File: src/rtl/cnn_layer_sequencer.sv
// Sequencer for a two-layer conv/max-pool pipeline.
//
// Runs conv bank 1, then pool bank 1, then conv bank 2, then pool bank 2. Each
// bank is held in reset until its stage begins. A stage ends when every
// instance in its bank reports done. Conv bank 2 is time-shared across the
// FILTER_N1D layer-1 feature maps: l2_src_sel_o walks through them, and an
// external accumulator sums the conv-2 result for each map. Every wait stage
// has a timeout; if it expires the run is aborted and error_o is set.
//
// Ports
//   clock_i            rising-edge clock
//   reset_i            synchronous, active-high reset
//   start_i            run request; only acted on in IDLE
//   busy_o             high in every state except IDLE
//   done_o             one-cycle pulse when a run completes
//   error_o            sticky timeout flag; cleared by the next accepted start
//   stage_o            current state encoding
//   l1_conv_nreset_o   conv bank-1 run (low holds the bank in reset)
//   l1_conv_done_i     conv bank-1 per-instance done
//   l1_pool_nreset_o   pool bank-1 run
//   l1_pool_done_i     pool bank-1 per-instance done
//   l2_conv_nreset_o   conv bank-2 run
//   l2_conv_done_i     conv bank-2 per-instance done
//   l2_src_sel_o       layer-1 pooled map currently feeding conv bank 2
//   l2_acc_clr_o       clears the bank-2 accumulator
//   l2_acc_en_o        adds the current conv-2 outputs into the accumulator
//   l2_pool_nreset_o   pool bank-2 run
//   l2_pool_done_i     pool bank-2 per-instance done
//
// Every output comes from a register or is decoded from state registers only,
// so no input reaches an output combinationally.
module cnn_layer_sequencer #(
  parameter int unsigned FILTER_N1D = 8,
  parameter int unsigned FILTER_N2D = 16,
  parameter int unsigned TIMEOUT    = 4096,
  parameter int unsigned SEL_W      = $clog2(FILTER_N1D)
) (
  input  logic                  clock_i,
  input  logic                  reset_i,
  input  logic                  start_i,
  output logic                  busy_o,
  output logic                  done_o,
  output logic                  error_o,
  output logic [2:0]            stage_o,
  output logic                  l1_conv_nreset_o,
  input  logic [FILTER_N1D-1:0] l1_conv_done_i,
  output logic                  l1_pool_nreset_o,
  input  logic [FILTER_N1D-1:0] l1_pool_done_i,
  output logic                  l2_conv_nreset_o,
  input  logic [FILTER_N2D-1:0] l2_conv_done_i,
  output logic [SEL_W-1:0]      l2_src_sel_o,
  output logic                  l2_acc_clr_o,
  output logic                  l2_acc_en_o,
  output logic                  l2_pool_nreset_o,
  input  logic [FILTER_N2D-1:0] l2_pool_done_i
);

  // The stage counter must be able to hold TIMEOUT, where it saturates.
  localparam int unsigned CNT_W = $clog2(TIMEOUT + 1);

  localparam logic [CNT_W-1:0] TimeoutLast = CNT_W'(TIMEOUT - 1);
  localparam logic [CNT_W-1:0] TimeoutMax  = CNT_W'(TIMEOUT);
  localparam logic [SEL_W-1:0] SelLast     = SEL_W'(FILTER_N1D - 1);

  typedef enum logic [2:0] {
    StIdle   = 3'd0,
    StClear  = 3'd1,
    StL1Conv = 3'd2,
    StL1Pool = 3'd3,
    StL2Conv = 3'd4,
    StL2Acc  = 3'd5,
    StL2Pool = 3'd6,
    StDone   = 3'd7
  } state_e;

  state_e           state_q, state_d;
  logic [CNT_W-1:0] cnt_q, cnt_d;
  logic [SEL_W-1:0] sel_q, sel_d;
  logic             error_q, error_d;
  logic             l1c_nrst_q, l1c_nrst_d;
  logic             l1p_nrst_q, l1p_nrst_d;
  logic             l2c_nrst_q, l2c_nrst_d;
  logic             l2p_nrst_q, l2p_nrst_d;

  // Stage completion and timeout detection
  logic wait_st;     // current state waits on a bank's done vector
  logic all_done;    // AND-reduction of that bank's done vector
  logic stage_fin;   // stage completes this cycle
  logic timeout_hit; // last allowed cycle passed without completion

  always_comb begin
    wait_st  = 1'b0;
    all_done = 1'b0;
    unique case (state_q)
      StL1Conv: begin
        wait_st  = 1'b1;
        all_done = &l1_conv_done_i;
      end
      StL1Pool: begin
        wait_st  = 1'b1;
        all_done = &l1_pool_done_i;
      end
      StL2Conv: begin
        wait_st  = 1'b1;
        all_done = &l2_conv_done_i;
      end
      StL2Pool: begin
        wait_st  = 1'b1;
        all_done = &l2_pool_done_i;
      end
      default: begin
        wait_st  = 1'b0;
        all_done = 1'b0;
      end
    endcase
  end

  // Done flags are ignored at c=0. A bank's flag can still be high from
  // before its nreset was pulled low, and the first cycle would otherwise
  // see that stale value.
  assign stage_fin   = wait_st && (cnt_q != '0) && all_done;
  assign timeout_hit = wait_st && !stage_fin && (cnt_q == TimeoutLast);

  // Next-state logic. Each nreset is registered and set together with the
  // transition into its stage, so the bank starts running in the stage's
  // first cycle.
  always_comb begin
    state_d    = state_q;
    sel_d      = sel_q;
    error_d    = error_q;
    l1c_nrst_d = l1c_nrst_q;
    l1p_nrst_d = l1p_nrst_q;
    l2c_nrst_d = l2c_nrst_q;
    l2p_nrst_d = l2p_nrst_q;

    if (timeout_hit) begin
      // Abort: the results are invalid, so every bank is put back in reset.
      state_d    = StIdle;
      error_d    = 1'b1;
      l1c_nrst_d = 1'b0;
      l1p_nrst_d = 1'b0;
      l2c_nrst_d = 1'b0;
      l2p_nrst_d = 1'b0;
    end else begin
      unique case (state_q)
        StIdle: begin
          if (start_i) begin
            state_d    = StClear;
            error_d    = 1'b0;
            sel_d      = '0;
            l1c_nrst_d = 1'b0;
            l1p_nrst_d = 1'b0;
            l2c_nrst_d = 1'b0;
            l2p_nrst_d = 1'b0;
          end
        end
        StClear: begin
          state_d    = StL1Conv;
          sel_d      = '0;
          l1c_nrst_d = 1'b1;
        end
        StL1Conv: begin
          if (stage_fin) begin
            state_d    = StL1Pool;
            l1p_nrst_d = 1'b1;
          end
        end
        StL1Pool: begin
          if (stage_fin) begin
            state_d    = StL2Conv;
            l2c_nrst_d = 1'b1;
          end
        end
        StL2Conv: begin
          if (stage_fin) begin
            // Conv bank 2 is held in reset for the accumulate cycle. That
            // rearms it for the next source map.
            state_d    = StL2Acc;
            l2c_nrst_d = 1'b0;
          end
        end
        StL2Acc: begin
          l2c_nrst_d = 1'b1;
          if (sel_q == SelLast) begin
            state_d    = StL2Pool;
            l2p_nrst_d = 1'b1;
          end else begin
            state_d = StL2Conv;
            sel_d   = sel_q + SEL_W'(1);
          end
        end
        StL2Pool: begin
          if (stage_fin) begin
            state_d = StDone;
          end
        end
        StDone: begin
          state_d = StIdle;
        end
        default: begin
          state_d = StIdle;
        end
      endcase
    end
  end

  // The stage counter restarts on every state change and saturates at
  // TIMEOUT. Every transition changes state, including the L2_ACC/L2_CONV
  // loop, so the counter is 0 in the first cycle of every state.
  always_comb begin
    if (state_d != state_q) begin
      cnt_d = '0;
    end else if (cnt_q == TimeoutMax) begin
      cnt_d = cnt_q;
    end else begin
      cnt_d = cnt_q + CNT_W'(1);
    end
  end

  always_ff @(posedge clock_i) begin
    if (reset_i) begin
      state_q    <= StIdle;
      cnt_q      <= '0;
      sel_q      <= '0;
      error_q    <= 1'b0;
      l1c_nrst_q <= 1'b0;
      l1p_nrst_q <= 1'b0;
      l2c_nrst_q <= 1'b0;
      l2p_nrst_q <= 1'b0;
    end else begin
      state_q    <= state_d;
      cnt_q      <= cnt_d;
      sel_q      <= sel_d;
      error_q    <= error_d;
      l1c_nrst_q <= l1c_nrst_d;
      l1p_nrst_q <= l1p_nrst_d;
      l2c_nrst_q <= l2c_nrst_d;
      l2p_nrst_q <= l2p_nrst_d;
    end
  end

  // Outputs decoded from the state registers only
  assign stage_o          = state_q;
  assign busy_o           = (state_q != StIdle);
  assign done_o           = (state_q == StDone);
  assign error_o          = error_q;
  assign l1_conv_nreset_o = l1c_nrst_q;
  assign l1_pool_nreset_o = l1p_nrst_q;
  assign l2_conv_nreset_o = l2c_nrst_q;
  assign l2_pool_nreset_o = l2p_nrst_q;
  assign l2_src_sel_o     = sel_q;
  assign l2_acc_en_o      = (state_q == StL2Acc);
  // Clear the accumulator once per run, at the start of the first map.
  assign l2_acc_clr_o     = (state_q == StL2Conv) && (cnt_q == '0) && (sel_q == '0);

endmodule

File: config.mk
export PLATFORM = sky130hd
export DESIGN_NAME = cnn_layer_sequencer
export DESIGN_NICKNAME = d
export VERILOG_FILES = /design/src/rtl/cnn_layer_sequencer.sv
export SDC_FILE = /design/constraint.sdc
export NUM_CORES = 1
export LEC_CHECK = 0
export ABC_AREA = 1
export ABC_CLOCK_PERIOD_IN_PS = 1900
export BUFFER_PORTS_ARGS = -buffer_cell sky130_fd_sc_hd__buf_4
export CAP_MARGIN = 20
export CORE_AREA = 2 2 65 67
export DETAILED_ROUTE_END_ITERATION = 8
export DIE_AREA = 0 0 67 69
export PLACE_DENSITY_LB_ADDON = 0.05
export SYNTH_ARGS = -nofsm -noshare
export SYNTH_HDL_FRONTEND = slang
export SYNTH_SLANG_ARGS = --single-unit
File: constraint.sdc
create_clock -name clock_i -period 1.9 [get_ports clock_i]
set_input_delay 0.285 -clock clock_i [delete_from_list [all_inputs] [get_ports clock_i]]
set_output_delay 0.285 -clock clock_i [all_outputs]
set_load 0.01 [all_outputs]
* After elaboration in Yosys (flattened, before gate mapping) *
Index checks and enable logic that the tools add are counted.

storage, ports and cells
  flip-flop bits (word level) = 24
  memory bits (writable) = 0
  bits in read-only memories = 0
  latch bits = 0
  logic and storage cells = 83
  memories kept = 0
  output and inout port bits = 15
  bits of input ports = 51

operators by class
  $add $sub $neg = 2
  bitwise operators = 1
  muxes and demuxes = 23
  shift-type cells = 0
  multiply operators = 0
  magnitude comparators = 0
  reductions and logical operators = 32
  equality and inequality tests = 17
  divide/modulo/power cells = 0

operators by type and width
  operator                                                                 number
  16-bit AND reduction                                                     2
  3-bit 2-to-1 mux                                                         8
  3-bit case mux with 8 select lines                                       1
  8-bit AND reduction                                                      2
  3-bit equality test, second input constant                               5
  13-bit by 1-bit adder with 13-bit output, second input constant          1
  13-bit by 12-bit equality test with 1-bit output, second input constant  1
  13-bit equality test, second input constant                              1
  13-bit zero test                                                         1
  13-bit nonzero test                                                      1
  2-bit != test, second input constant                                     5
  2-bit nonzero test                                                       5
  3-bit case mux with 3 select lines                                       1
  1-bit case mux with 4 select lines                                       2
  4-bit AND reduction                                                      2
  1-bit 2-to-1 mux                                                         7
  3-bit by 2-bit equality test with 1-bit output, second input constant    2
  1-bit logical AND                                                        6
  3-bit zero test                                                          2
  1-bit case mux with 2 select lines                                       3
  3-bit AND reduction                                                      2
  3-bit nonzero test                                                       2
  2-bit AND reduction                                                      2
  4-bit nonzero test                                                       1
  9 further kinds                                                          10

* Longest topological paths before layout *
  depth in word-level cells = 11
  gate-level depth with buffers = 17
  gate-level depth less buffers = 16

* Least setup slack after synthesis *
No wires, ideal clock.

  path type = register to register
  start point = reg cnt_q[0]
  end point = reg cnt_q[7]
  library setup time = 116 ps
  buffers on the path = 1
  required time = 1,784 ps
  arrival = 1,801 ps
  stages on the path, launching flop included = 14
  slack = -17 ps
  period minus slack after synthesis = 1,917 ps
  path through = dfxtp_1 -> ha_1 -> nand3_1 -> nor3_2 -> nand4_1 -> nor2_2 -> nand2_2 -> nand2_2 -> nand2_1 -> nand2_1 -> nor2_2 -> nand2_2 -> buf_6 -> nor2_2

on the way
  longest elaborated chain between the ends = 9
  elaborated cells on any way between the ends = 17
  those cells by class = add/sub: 1; eq/ne: 3; mux: 6; reduce/logical: 7

RTL lines
  element                                                                      line  source
  from (decl)                                                                  77    logic [CNT_W-1:0] cnt_q, cnt_d;
  from (signal assigned)                                                       232   cnt_q <= cnt_d;
  parallel branches: the longest is 9 deep, another holds 13-bit nonzero test  n/a

Several ways; the timed one is not identified.
A chain may end at the register's enable or synchronous reset.

* Worst setup path after layout *
  start point = reg cnt_q[0]
  end point = out l2_acc_clr_o

on the way
  longest elaborated chain between the ends = 3

RTL lines
  element                         line  source
  13-bit zero test                254   assign l2_acc_clr_o = (state_q == StL2Conv) && (cnt_q == '0) && (sel_q == '0);
  1-bit logical AND (2 in a row)  254
  to (decl)                       52    output logic l2_acc_clr_o,

No other way between the ends.

==> results.json <==
{
  "cp.required_ns": 1.62,
  "max_freq_mhz": 522,
  "outcome": "finished, violations left",
  "io_buffers": 65,
  "cp_common_cell": "nor4_2",
  "drc_errors": 0,
  "synth_top_family_by_area": "simple AND/OR/NAND/NOR gates",
  "synth_compound_area_frac": 0.0739,
  "setup_viol": 1,
  "grt_util_all_layers": 0.185,
  "slowest_delay_ns": 0.36,
  "regArea_sq_um": 488,
  "synthDistinctLibCells": 28,
  "antenna_left": 0,
  "end_kind": "primary output",
  "worst_pin_slew_ns": 0.276,
  "synth_adder_area_share": 0.0381,
  "finalHoldViolCount": 0,
  "wl_per_cell_microns": 10.1,
  "ys_ff_latch": 24,
  "grt_max_degree": 15,
  "rsz0062_at_grt": "true",
  "path_cells": "inv_2 -> ha_4 -> nand3_1 -> nor4_2 -> nand2_1 -> nor4_2 -> buf_4",
  "drt_iter0_drc": 52,
  "grt_antenna_before_repair": 0,
  "violations": "negative setup slack",
  "synthCells": 261,
  "ys_warn_count": 0,
  "critPathTopFamily": "simple AND/OR/NAND/NOR gates",
  "cts_max_level": 1,
  "min_period_over_period": 1.01,
  "fill_cells": 383,
  "muxShareOfSynthArea": 0,
  "arrival_ns": 1.63,
  "path_max_fanout": 4,
  "antenna_cells": 0,
  "place_hpwl_microns": 3260,
  "synthXorXnorAreaFrac": 0.0586,
  "ios": 66,
  "slowest_stage": "dfxtp_4",
  "first_global_vias": 1774,
  "maxCapViolations": 0,
  "cp-start-kind": "flip-flop",
  "fin_crit_ns": 1.92,
  "wl_microns": 4000,
  "syn-cell-area_sq_mm": 0.00164,
  "grt_pass1_wl_microns": 6930,
  "layout_setup_ws_ns": -0.0168,
  "drive_above_1_share": 0.360,
  "vias": 1821,
  "chipWidth_microns": 67,
  "rows": 23,
  "cts_tree": "yes",
  "power_leakage_nw": 1.19,
  "dpl_cell_area_sq_mm": 0.00232,
  "gr-total-overflow": 0,
  "core_area_sq_mm": 0.00391,
  "slew_headroom": 0.815,
  "vias_per_cell": 4.62,
  "clock_latency_ns": 0.27,
  "numClockSinks": 24,
  "cts_max_path_buffers": 2,
  "final_nets": 401,
  "post_cts_buffers": 0,
  "post-layout-total-power_mw": 1.66,
  "critPathKind": "reg2out",
  "hold_path_class": "in2reg",
  "synth_simple_gate_area_frac": 0.446,
  "detail_route.first_pass.iterations": 4,
  "ys_seq_area_frac": 0.292,
  "ctsHoldBuffers": 0,
  "area_growth_pct": 47.8,
  "cts-buffers-inserted": 3,
  "start_util": 0.420,
  "place_congestion": 0.943,
  "final_cell_mix": "80 x buf_4, 76 x nand2_1, 39 x nor2_1",
  "ir_drop_uv": 536,
  "die_area_sq_mm": 0.00462,
  "synth_nets": 317,
  "finalMaxSlewViolations": 0,
  "power.density_mw_per_mm2": 683,
  "ctsRootBufferMaster": "clkbuf_8",
  "mostFrequentLayoutCell": "buf_4",
  "fin_area_sq_mm": 0.00243,
  "critical_path_buf_inv_count": 2,
  "avgSynthCellArea_sq_um": 6.29,
  "dieHeight_microns": 69,
  "multiInputGateArea_sq_mm": 0.00105,
  "clock_skew_ns": 0.00778,
  "path_clk_slew_ns": 0.09
}
-- worst register-to-register path, cell delays in order (launching register included) --
cell and delay, ns:
dfxtp_4 0.37, ha_2 0.18, nand3_2 0.10, nor3_4 0.15, nand4_1 0.15, nor2_2 0.18, nand2_2 0.09, nand2_2 0.06
nand2_1 0.05, nand2_1 0.06, nor2_2 0.04, nand2_2 0.08, buf_12 0.14, nor2_1 0.04
-- cell type report --
cell class                 instances  area share
tap                               50      0.0258
timing repair buffer              81       0.256
clock buffer                       3      0.0170
clock inverter                     1      0.0124
inverter                          36      0.0556
multi-input combinational        199       0.433
sequential                        24       0.201
-- repair_timing --
item / CTS / global route
endpoints found under the setup margin: 14 / 14
pin swaps: 1 / 0
hold endpoints to repair: 0 / 0
gates resized for setup: 6 / 7
-- layer usage --
metal	track usage	part of all wire	vias to the layer above
met5	0	0	-
met3	0.0424	0.045	2
li1	-	-	982
met1	0.215	0.42	798
met4	0.0136	0.0020	0
met2	0.347	0.53	39
-- path summary, 6_finish.rpt --
path               startpoint          endpoint  slack (ns)  cells after the start
min reg2reg  l2_pool_nreset_o  l2_pool_nreset_o        0.45                      2
min                   reset_i        stage_o[0]        0.23                      2
max                  cnt_q[0]      l2_acc_clr_o       -0.02                      7
max reg2reg          cnt_q[0]          cnt_q[1]        0.10                     13
-- cell families (layout without fill, tap and decap cells) --
group | Yosys count | after routing
adders and majority gates | 5 | 5
DFF | 24 | 24
xor gates and xnor gates | 11 | 11
and+or+nand+nor | 164 | 164
buffers and inverters | 38 | 121
AOI/OAI and AO/OA | 19 | 19
-- report_power, final --
| group | switching, mW | internal, mW |
|---|---|---|
| clock network | 0.169 | 0.282 |
| logic | 0.315 | 0.296 |
| registers | 0.0449 | 0.551 |
| total | 0.529 | 1.13 |
-- state kept, by name (all words and copies together), names as in the netlist --
name and count:
cnt_q 13, error_o 1, l1_conv_nreset_o 1, l1_pool_nreset_o 1, l2_conv_nreset_o 1, l2_pool_nreset_o 1, l2_src_sel_o 3, stage_o 3
-- Yosys cell counts (all sizes together) --
| cell type | instances | area (sq um) |
|---|---|---|
| nor2 | 52 | 228 |
| a211oi | 2 | 15.0 |
| nand4 | 4 | 25.0 |
| xnor2 | 1 | 8.76 |
| ha | 5 | 62.6 |
| dfxtp | 24 | 480 |
| inv | 36 | 135 |
| a21oi | 11 | 70.1 |
| nor4 | 2 | 12.5 |
| a32oi | 1 | 8.76 |
| buf | 2 | 15.0 |
| a31oi | 2 | 12.5 |
| nor3 | 6 | 35.0 |
| nand3 | 17 | 97.6 |
| xor2 | 10 | 87.6 |
| or2 | 1 | 6.26 |
| nand2 | 81 | 322 |
| o21ai | 3 | 15.0 |
| and2 | 1 | 6.26 |
-- stage by stage --
stage / utilization / setup WS (ns) / instances / TNS, ns / hold slack [ns]
after global routing: 0.621 / -0.122 / 394 / -1.01 / 0.234
after CTS: 0.614 / 0.0173 / 394 / 0 / 0.243
after detailed placement: 0.592 / -0.0119 / 390 / -0.0657 / 0.440
after global placement: 0.592 / 0.00674 / 390 / 0 / 0.440
final: 0.621 / -0.0168 / 394 / -0.0168 / 0.234
after floorplan: - / 0.0162 / 261 / 0 / 0.468
Power figures use the tool's default switching activity.
